## src/rtl/ball_motion_ctrl.sv

```systemverilog
// Ball centre motion sequencer: once per frame, during vertical blanking,
// steps the ball centre by a programmable amount and reflects its direction
// off the visible-area walls. Centre registers only change in blanking.
module ball_motion_ctrl #(
    parameter int H_ACTIVE = 640,
    parameter int V_ACTIVE = 480,
    parameter int RADIUS   = 16,
    parameter int H_START  = 320,
    parameter int V_START  = 240
) (
    input  logic       clk,
    input  logic       rst,
    input  logic [9:0] Hcounter,
    input  logic [9:0] Vcounter,
    input  logic       enable,
    input  logic [2:0] speed,
    output logic [9:0] Hcentre,
    output logic [9:0] Vcentre,
    output logic       bounce_x,
    output logic       bounce_y,
    output logic       frame_tick
);

    localparam logic [2:0] WAIT_VBLANK = 3'd0;
    localparam logic [2:0] CALC_X      = 3'd1;
    localparam logic [2:0] CALC_Y      = 3'd2;
    localparam logic [2:0] COMMIT      = 3'd3;
    localparam logic [2:0] WAIT_ACTIVE = 3'd4;

    localparam logic signed [10:0] XMIN = 11'(RADIUS);
    localparam logic signed [10:0] XMAX = 11'(H_ACTIVE - 1 - RADIUS);
    localparam logic signed [10:0] YMIN = 11'(RADIUS);
    localparam logic signed [10:0] YMAX = 11'(V_ACTIVE - 1 - RADIUS);
    localparam logic [9:0]         VLIM   = 10'(V_ACTIVE);
    localparam logic [9:0]         H_INIT = 10'(H_START);
    localparam logic [9:0]         V_INIT = 10'(V_START);

    // Direction encoding: 1 = increasing coordinate, 0 = decreasing.
    logic [2:0] state;
    logic [2:0] step;
    logic       en_l;
    logic       dir_x, dir_y;
    logic [9:0] nx, ny;
    logic       ndx, ndy;
    logic       bx, by;
    logic [11:0] calc_x, calc_y;

    // The centre only moves in vertical blanking, so the column is not needed.
    logic unused_hcounter;
    assign unused_hcounter = ^Hcounter;

    // One axis step in 11-bit signed arithmetic; reaching a wall clamps and
    // reverses. Result packs {bounce, new_dir, new_pos}.
    function automatic logic [11:0] axis_step(
        input logic [9:0]         pos,
        input logic               dir,
        input logic [2:0]         stp,
        input logic signed [10:0] lo,
        input logic signed [10:0] hi
    );
        logic signed [10:0] ext;
        logic signed [10:0] sum;
        ext = $signed({8'd0, stp});
        sum = dir ? ($signed({1'b0, pos}) + ext) : ($signed({1'b0, pos}) - ext);
        if (dir && (sum >= hi)) begin
            axis_step = {1'b1, 1'b0, hi[9:0]};
        end else if (!dir && (sum <= lo)) begin
            axis_step = {1'b1, 1'b1, lo[9:0]};
        end else begin
            axis_step = {1'b0, dir, sum[9:0]};
        end
    endfunction

    // Candidate next position/direction for both axes from the current centre.
    always_comb begin
        calc_x = axis_step(Hcentre, dir_x, step, XMIN, XMAX);
        calc_y = axis_step(Vcentre, dir_y, step, YMIN, YMAX);
    end

    // Frame sequencer: capture controls at vblank start, compute X then Y,
    // commit once, then wait for the active region before re-arming.
    always_ff @(posedge clk) begin
        if (rst) begin
            state      <= WAIT_VBLANK;
            Hcentre    <= H_INIT;
            Vcentre    <= V_INIT;
            dir_x      <= 1'b1;
            dir_y      <= 1'b1;
            step       <= '0;
            en_l       <= 1'b0;
            nx         <= H_INIT;
            ny         <= V_INIT;
            ndx        <= 1'b1;
            ndy        <= 1'b1;
            bx         <= 1'b0;
            by         <= 1'b0;
            bounce_x   <= 1'b0;
            bounce_y   <= 1'b0;
            frame_tick <= 1'b0;
        end else begin
            bounce_x   <= 1'b0;
            bounce_y   <= 1'b0;
            frame_tick <= 1'b0;
            case (state)
                WAIT_VBLANK: begin
                    if (Vcounter >= VLIM) begin
                        step  <= speed;
                        en_l  <= enable;
                        state <= CALC_X;
                    end
                end
                CALC_X: begin
                    {bx, ndx, nx} <= calc_x;
                    state         <= CALC_Y;
                end
                CALC_Y: begin
                    {by, ndy, ny} <= calc_y;
                    state         <= COMMIT;
                end
                COMMIT: begin
                    frame_tick <= 1'b1;
                    if (en_l) begin
                        Hcentre  <= nx;
                        Vcentre  <= ny;
                        dir_x    <= ndx;
                        dir_y    <= ndy;
                        bounce_x <= bx;
                        bounce_y <= by;
                    end
                    state <= WAIT_ACTIVE;
                end
                WAIT_ACTIVE: begin
                    if (Vcounter < VLIM) begin
                        state <= WAIT_VBLANK;
                    end
                end
                default: state <= WAIT_VBLANK;
            endcase
        end
    end

endmodule

```

## config.mk

```make
export PLATFORM = sky130hd
export DESIGN_NAME = ball_motion_ctrl
export DESIGN_NICKNAME = d
export VERILOG_FILES = /design/src/rtl/ball_motion_ctrl.sv
export SDC_FILE = /design/constraint.sdc
export NUM_CORES = 1
export LEC_CHECK = 0
export ABC_CLOCK_PERIOD_IN_PS = 4850
export CORE_ASPECT_RATIO = 1.4
export CORE_MARGIN = 3
export CORE_UTILIZATION = 55
export CTS_CLUSTER_SIZE = 8
export DETAILED_ROUTE_END_ITERATION = 10
export PLACE_DENSITY = 0.88
export SYNTH_ARGS = -nofsm -noshare
export SYNTH_HDL_FRONTEND = slang
export SYNTH_SLANG_ARGS = --single-unit
export TNS_END_PERCENT = 30
```

## constraint.sdc

```tcl
create_clock -name clk -period 4.85 [get_ports clk]
set_input_delay 1.2125 -clock clk [delete_from_list [all_inputs] [get_ports clk]]
set_output_delay 1.2125 -clock clk [all_outputs]
set_load 0.01 [all_outputs]
```

-- Word-level counts from Yosys, hierarchy flattened
Index checks and enable logic that the tools add are counted.
- memory bits (writable): 0
- latch bits: 0
- bits in registers: 56
- bits of input ports: 26
- output and inout bits: 23
- logic and storage cells: 55
- memories: 0
- ROM bits: 0
- reduce and logical (&&, ||, !) cells: 11
- add/sub/neg operators: 4
- $lt $le $gt $ge: 6
- multiplexer cells: 10
- div/mod/pow operators: 0
- equality and inequality tests: 6
- bitwise operators: 2
- multipliers: 0
- shift-type cells: 0
- operators by type and width (operator ; number):
    two-way mux 12 bit ; 4
    adder 10 x 3 -> 11 bit ; 2
    <= comparator 11 x 6 -> 1 bit, second input constant ; 2
    two-way mux 11 bit ; 2
    subtractor 10 x 3 -> 11 bit ; 2
    one-hot mux 3 bit (5 select lines) ; 1
    >= comparator 11 x 10 -> 1 bit, second input constant ; 1
    >= comparator 11 bit, second input constant ; 1
    >= comparator 10 x 9 -> 1 bit, second input constant ; 1
    less-than comparator 10 x 9 -> 1 bit, second input constant ; 1
    == test 3 x 2 -> 1 bit, second input constant ; 2
    two-way mux 3 bit ; 2
    AND reduction 2 bit ; 3
    logical AND 1 bit ; 4
    != test 2 bit, second input constant ; 2
    == test 3 x 1 -> 1 bit, second input constant ; 1
    == test 3 bit, second input constant ; 1
    logical NOT 3 bit ; 1
    OR reduction 3 bit ; 1
    logical NOT 1 bit ; 2
    inverter 1 bit ; 2
    two-way mux 1 bit ; 1

-- Depth between registers and ports, before layout
- depth in word-level cells: 6
- mapped depth: 14

-- Worst setup path before layout
OpenSTA, ideal clock, no wires.
- kind: reg2reg
- start: reg step[0]
- end: reg ny[5]
- stages on the path, launching flop included: 15
- data arrival time: 3.347 ns
- library setup time: 0.122 ns
- period minus slack after synthesis: 3.469 ns
- slack: 1.381 ns
- data required time: 4.728 ns
- cells stage by stage: dfxtp_1 > inv_1 > ha_1 > ha_1 > mux2_2 > ha_1 > o21ai_0 > o221ai_1 > a31o_1 > a21o_1 > maj3_2 > xnor2_2 > a41oi_4 > nor2b_1 > a221o_1
- longest elaborated chain between the ends: 6
- elaborated cells on any way between the ends: 9
- RTL lines (element ; RTL line ; RTL):
    from (decl) ; 40 ; logic [2:0] step;
    from (signal assigned) ; 107 ; step <= speed;
    subtractor 10 x 3 -> 11 bit / adder 10 x 3 -> 11 bit (equally long branches) ; 64 ; sum = dir ? ($signed({1'b0, pos}) + ext) : ($signed({1'b0, pos}) - ext);
    two-way mux 11 bit (*) ; 64 ;
    <= comparator 11 x 6 -> 1 bit ; 67 ; end else if (!dir && (sum <= lo)) begin
    logical AND 1 bit ; 67 ;
    two-way mux 12 bit ; 67 ;
    two-way mux 12 bit (*) ; 65 ; if (dir && (sum >= hi)) begin
    to (signal assigned) ; 117 ; {by, ndy, ny} <= calc_y;
    to (decl) ; 43 ; logic [9:0] nx, ny;
Mark *: on every way between the ends. The rest lies on a longest branch, timed or not.
A chain may end at the register's enable or synchronous reset.

-- Worst setup path after layout
- start: reg step[0]
- end: reg nx[0]
- longest elaborated chain between the ends: 6
- elaborated cells on any way between the ends: 9
- RTL lines (element ; RTL line ; RTL):
    subtractor 10 x 3 -> 11 bit / adder 10 x 3 -> 11 bit (equally long branches) ; 64 ;
    two-way mux 11 bit (*) ; 64 ;
    <= comparator 11 x 6 -> 1 bit ; 67 ;
    logical AND 1 bit ; 67 ;
    two-way mux 12 bit ; 67 ;
    two-way mux 12 bit (*) ; 65 ;
    to (signal assigned) ; 113 ; {bx, ndx, nx} <= calc_x;
    to (decl) ; 43 ;
Marked as above.

==> results.rst <==
.. list-table::
   :header-rows: 1

   * - Metric
     - Value
   * - Top cells by area in the synthesized netlist
     - dfxtp_1 33%, nand2_1 6.0%, ha_1 5.8%
   * - Net switching fraction of the power
     - 0.272
   * - Endpoint required time on the critical path
     - around 5.1 ns
   * - Unrepaired setup endpoints after global routing
     - false
   * - Power Density
     - about 230 nW/um^2
   * - Leading area contributor after synthesis
     - dfxtp_1
   * - CTS tree
     - built
   * - Flip-flop cell with the highest count after synthesis
     - dfxtp_1
   * - WL/cell
     - 16.5 microns
   * - Post-Route Setup TNS
     - 0 ns
   * - First-iteration detailed-routing DRC count
     - around 190
   * - Cell leakage power
     - ~1.4 nW
   * - Worst ir drop on vdd
     - roughly 0.00013 V
   * - Final Max Slew Viols
     - 0
   * - Root buf cell
     - clkbuf_8
   * - Aggregate global routing overflow
     - 0
   * - Syn_nets
     - ~450
   * - Synthesis Warnings
     - 0
   * - Slack of the worst reg-to-reg path
     - between 0.7 and 0.8 ns
   * - Half-perimeter wire length of the detailed placement result
     - approximately 6100 microns
   * - Count of endpoints failing setup in the final report
     - 0
   * - Post-synthesis sequential element count
     - 56
   * - Kind of end point of the critical path
     - register
   * - Number of sinks on the clock net
     - 56
   * - Combined global-route utilization of all metal layers
     - 0.237
   * - Worst hold slack
     - about 0.46 ns
   * - Starting utilization of the core area
     - 0.578
   * - Hold Vio Cnt, Final
     - 0
   * - Gates resized, CTS repair
     - 0
   * - Total of buffers placed on input and output ports
     - 33
   * - Worst setup path category
     - register to register
   * - Mapped Cells
     - a little over 400
   * - Number of antenna violations at the first check in global routing
     - 0
   * - TritonCTS buffer count
     - 5
   * - Cell chain of the critical path
     - inv_1, ha_1, ha_1, mux2_2, ha_1, a211oi_1, o21ai_0, maj3_1, xnor2_1, a2111oi_0, o311ai_1, nor3_1, a221o_1
   * - Cell with the most instances after synthesis
     - dfxtp_1
   * - Height of the die
     - slightly below 100 microns
   * - FF/Latch Area
     - about 1100 sq um
   * - I/O pins
     - 49
   * - Skew final
     - 0.00622 ns
   * - Filler cell count in the final layout
     - between 500 and 600
   * - Avg Inst Size Synth
     - ~8.5 sq um
   * - Most prevalent standard cell on the critical path
     - ha_1
   * - Final WL
     - 8230 microns
   * - Worst-path maximum fanout
     - 5
   * - Fraction of the yosys area taken by sequential cells
     - 0.326
   * - Power dissipated by switching net loads
     - approximately 0.00024 W
   * - Largest net degree at the start of global routing
     - 32
   * - Worst stage delay on the critical path
     - ~0.53 ns
   * - Internal power component
     - roughly 0.00065 W
   * - Global-route wire length before repair
     - 13900 microns
   * - Max_cap viols
     - 0
   * - Period Utilization, post-route
     - 0.846
   * - Top achievable clock speed
     - about 240 MHz
   * - CTS Buffer Depth
     - 2
   * - Cell row count
     - 33
   * - Data arrival time of the critical path
     - 4.36 ns
   * - Core region area
     - 5950 sq um
   * - Type of the most critical hold path
     - register to register
   * - Share of total power in the clock network
     - 0.307
   * - Number of hold buffers added after CTS
     - 0
   * - Vias
     - around 3100
   * - Layout cell share with drive strength beyond 1
     - 0.0769
   * - Final critical delay including setup and external delays
     - just over 4 ns
   * - Post-detailed-route DRC marker count
     - 0
   * - Area of the multi-input gates
     - between 2000 and 2500 sq um
   * - Insertion delay of the later-clocked pin in the worst-skew pair
     - roughly 0.31 ns
   * - Top cells by count, synth
     - 56 x dfxtp_1, 55 x nand2_1, 32 x nor2_1, 28 x a21oi_1, 24 x inv_1
   * - Type of origin of the critical path
     - register
   * - Synth-to-layout area growth
     - 12.6%
   * - Diode count
     - 0
   * - CTS HTree Levels
     - 2
   * - Seq pwr share
     - 0.559
   * - Relative contribution of combinational cells to total power
     - 0.134
   * - Max stage delay cell, worst path
     - nor3_1
   * - Tightest slew margin relative to the limit
     - 0.287
   * - Final net count
     - roughly 470
   * - Detail-routed via count per cell
     - roughly 6.2
   * - Asr flop ratio synth
     - 0
   * - Die area
     - between 7000 and 8000 sq um
   * - Buffers plus inverters on the worst setup path
     - 1
   * - Global placement routability congestion
     - 0.890
   * - ANT nets after route
     - 0
   * - # Post-CTS Setup Buffers
     - 0
   * - Via count of the first global-routing pass
     - about 3100
   * - Clock-pin slew on the worst setup and hold paths
     - around 0.1 ns
   * - Number of enable-type register cells in the synthesized netlist
     - 0
   * - Outcome
     - finished, final reports clean
   * - Number of distinct standard cells referenced by the synthesized netlist
     - 73
   * - Measured slew at the worst slew-check pin
     - 1.06 ns
   * - Total standard cell area after synthesis
     - 3430 sq um
   * - Largest delay contributor family on the critical path
     - compound AO/OA/AOI/OAI gates
   * - Die width
     - 72.8 microns
   * - DR pass1 iterations
     - 5
   * - Post-synth top area share
     - 0.326
layout make-up:
cell class / instances / area share
multi-input cells: 306 / 0.550
clock inverters: 2 / 0.00356
repair buffers: 35 / 0.0893
inverters: 24 / 0.0233
flip-flops and latches: 56 / 0.290
well taps: 70 / 0.0226
clock buffers: 6 / 0.0213
placed cells by master, fill, tap and decap left out, drive strengths merged, types with 4 or more instances in the layout:
cell type      count
o221ai             4
nor2              33
xnor2             13
nand2             55
inv               25
and3               4
a21o               6
nor3              12
a21oi             31
ha                16
a221o              8
dfxtp             56
o21ai             14
clkdlybuf4s50     33
or3                4
a211oi             7
nand3              5
a211o              5
maj3               6
nand3b             8
nor4b              5
mux2               4
or2                4
clkbuf             6
xor2               6
mux2i              5
layer usage:
layer | vias to the layer above | part of all wire | track usage
met5 | - | 0 | 0
met2 | 87 | 0.53 | 0.424
li1 | 1516 | - | -
met3 | 23 | 0.035 | 0.0253
met4 | 0 | 0.031 | 0.124
met1 | 1453 | 0.40 | 0.269
stage by stage:
step | total power, W | cell area, sq um | setup WS, ns | utilization | instances
after detailed placement | 0.000626 | 3770 | 0.836 | 0.634 | 491
after CTS | 0.000893 | 3870 | 0.816 | 0.651 | 499
final | 0.000891 | 3870 | 0.746 | 0.651 | 499
after floorplan | 0.000590 | 3430 | 1.38 | - | 405
after global routing | 0.000923 | 3870 | 0.503 | 0.651 | 499
after global placement | 0.000620 | 3770 | 0.961 | 0.634 | 491
worst min-delay path, delay by kind of cell (launching register included):
| kind | cells | cell delay [ns] |
|---|---|---|
| DFF | 1 | 0.32 |
| and+or+nand+nor | 1 | 0.05 |
| AOI/OAI and AO/OA | 1 | 0.05 |
final timing paths:
check | cells after the start | start | end
worst max-delay path | 13 | step[0] | nx[0]
worst min-delay path | 2 | ny[1] | Vcentre[1]
worst max register to register | 13 | step[0] | nx[0]
worst min register to register | 2 | ny[1] | Vcentre[1]
cells by family (layout without fill, tap and decap cells):
family / after synthesis / after routing / synth area share
AO/OA/AOI/OAI: 109 / 109 / 0.237
XOR/XNOR: 19 / 19 / 0.0506
adder cells (fa/ha/maj): 24 / 24 / 0.0882
buffers and inverters: 43 / 67 / 0.0539
flip-flops: 56 / 56 / 0.326
multiplexers: 9 / 9 / 0.0277
AND/OR/NAND/NOR: 145 / 145 / 0.216
state kept, by name (all words and copies together) (netlist names):
name and cells:
dir_y 1, Vcentre 10, dir_x 1, ny 10
ndx 1, ndy 1, en_l 1, step 3
state 3, bounce_x 1, Hcentre 10, frame_tick 1
bx 1, bounce_y 1, nx 10, by 1
power groups by stage:
stage	combinational [W]	sequential [W]	clock, W
after floorplan	0.0000884	0.000502	0
after global placement	0.000112	0.000507	0
after detailed placement	0.000117	0.000508	0
after CTS	0.000118	0.000498	0.000277
after global routing	0.000132	0.000500	0.000291
final	0.000119	0.000498	0.000274
(Power assumes the default switching activity.)
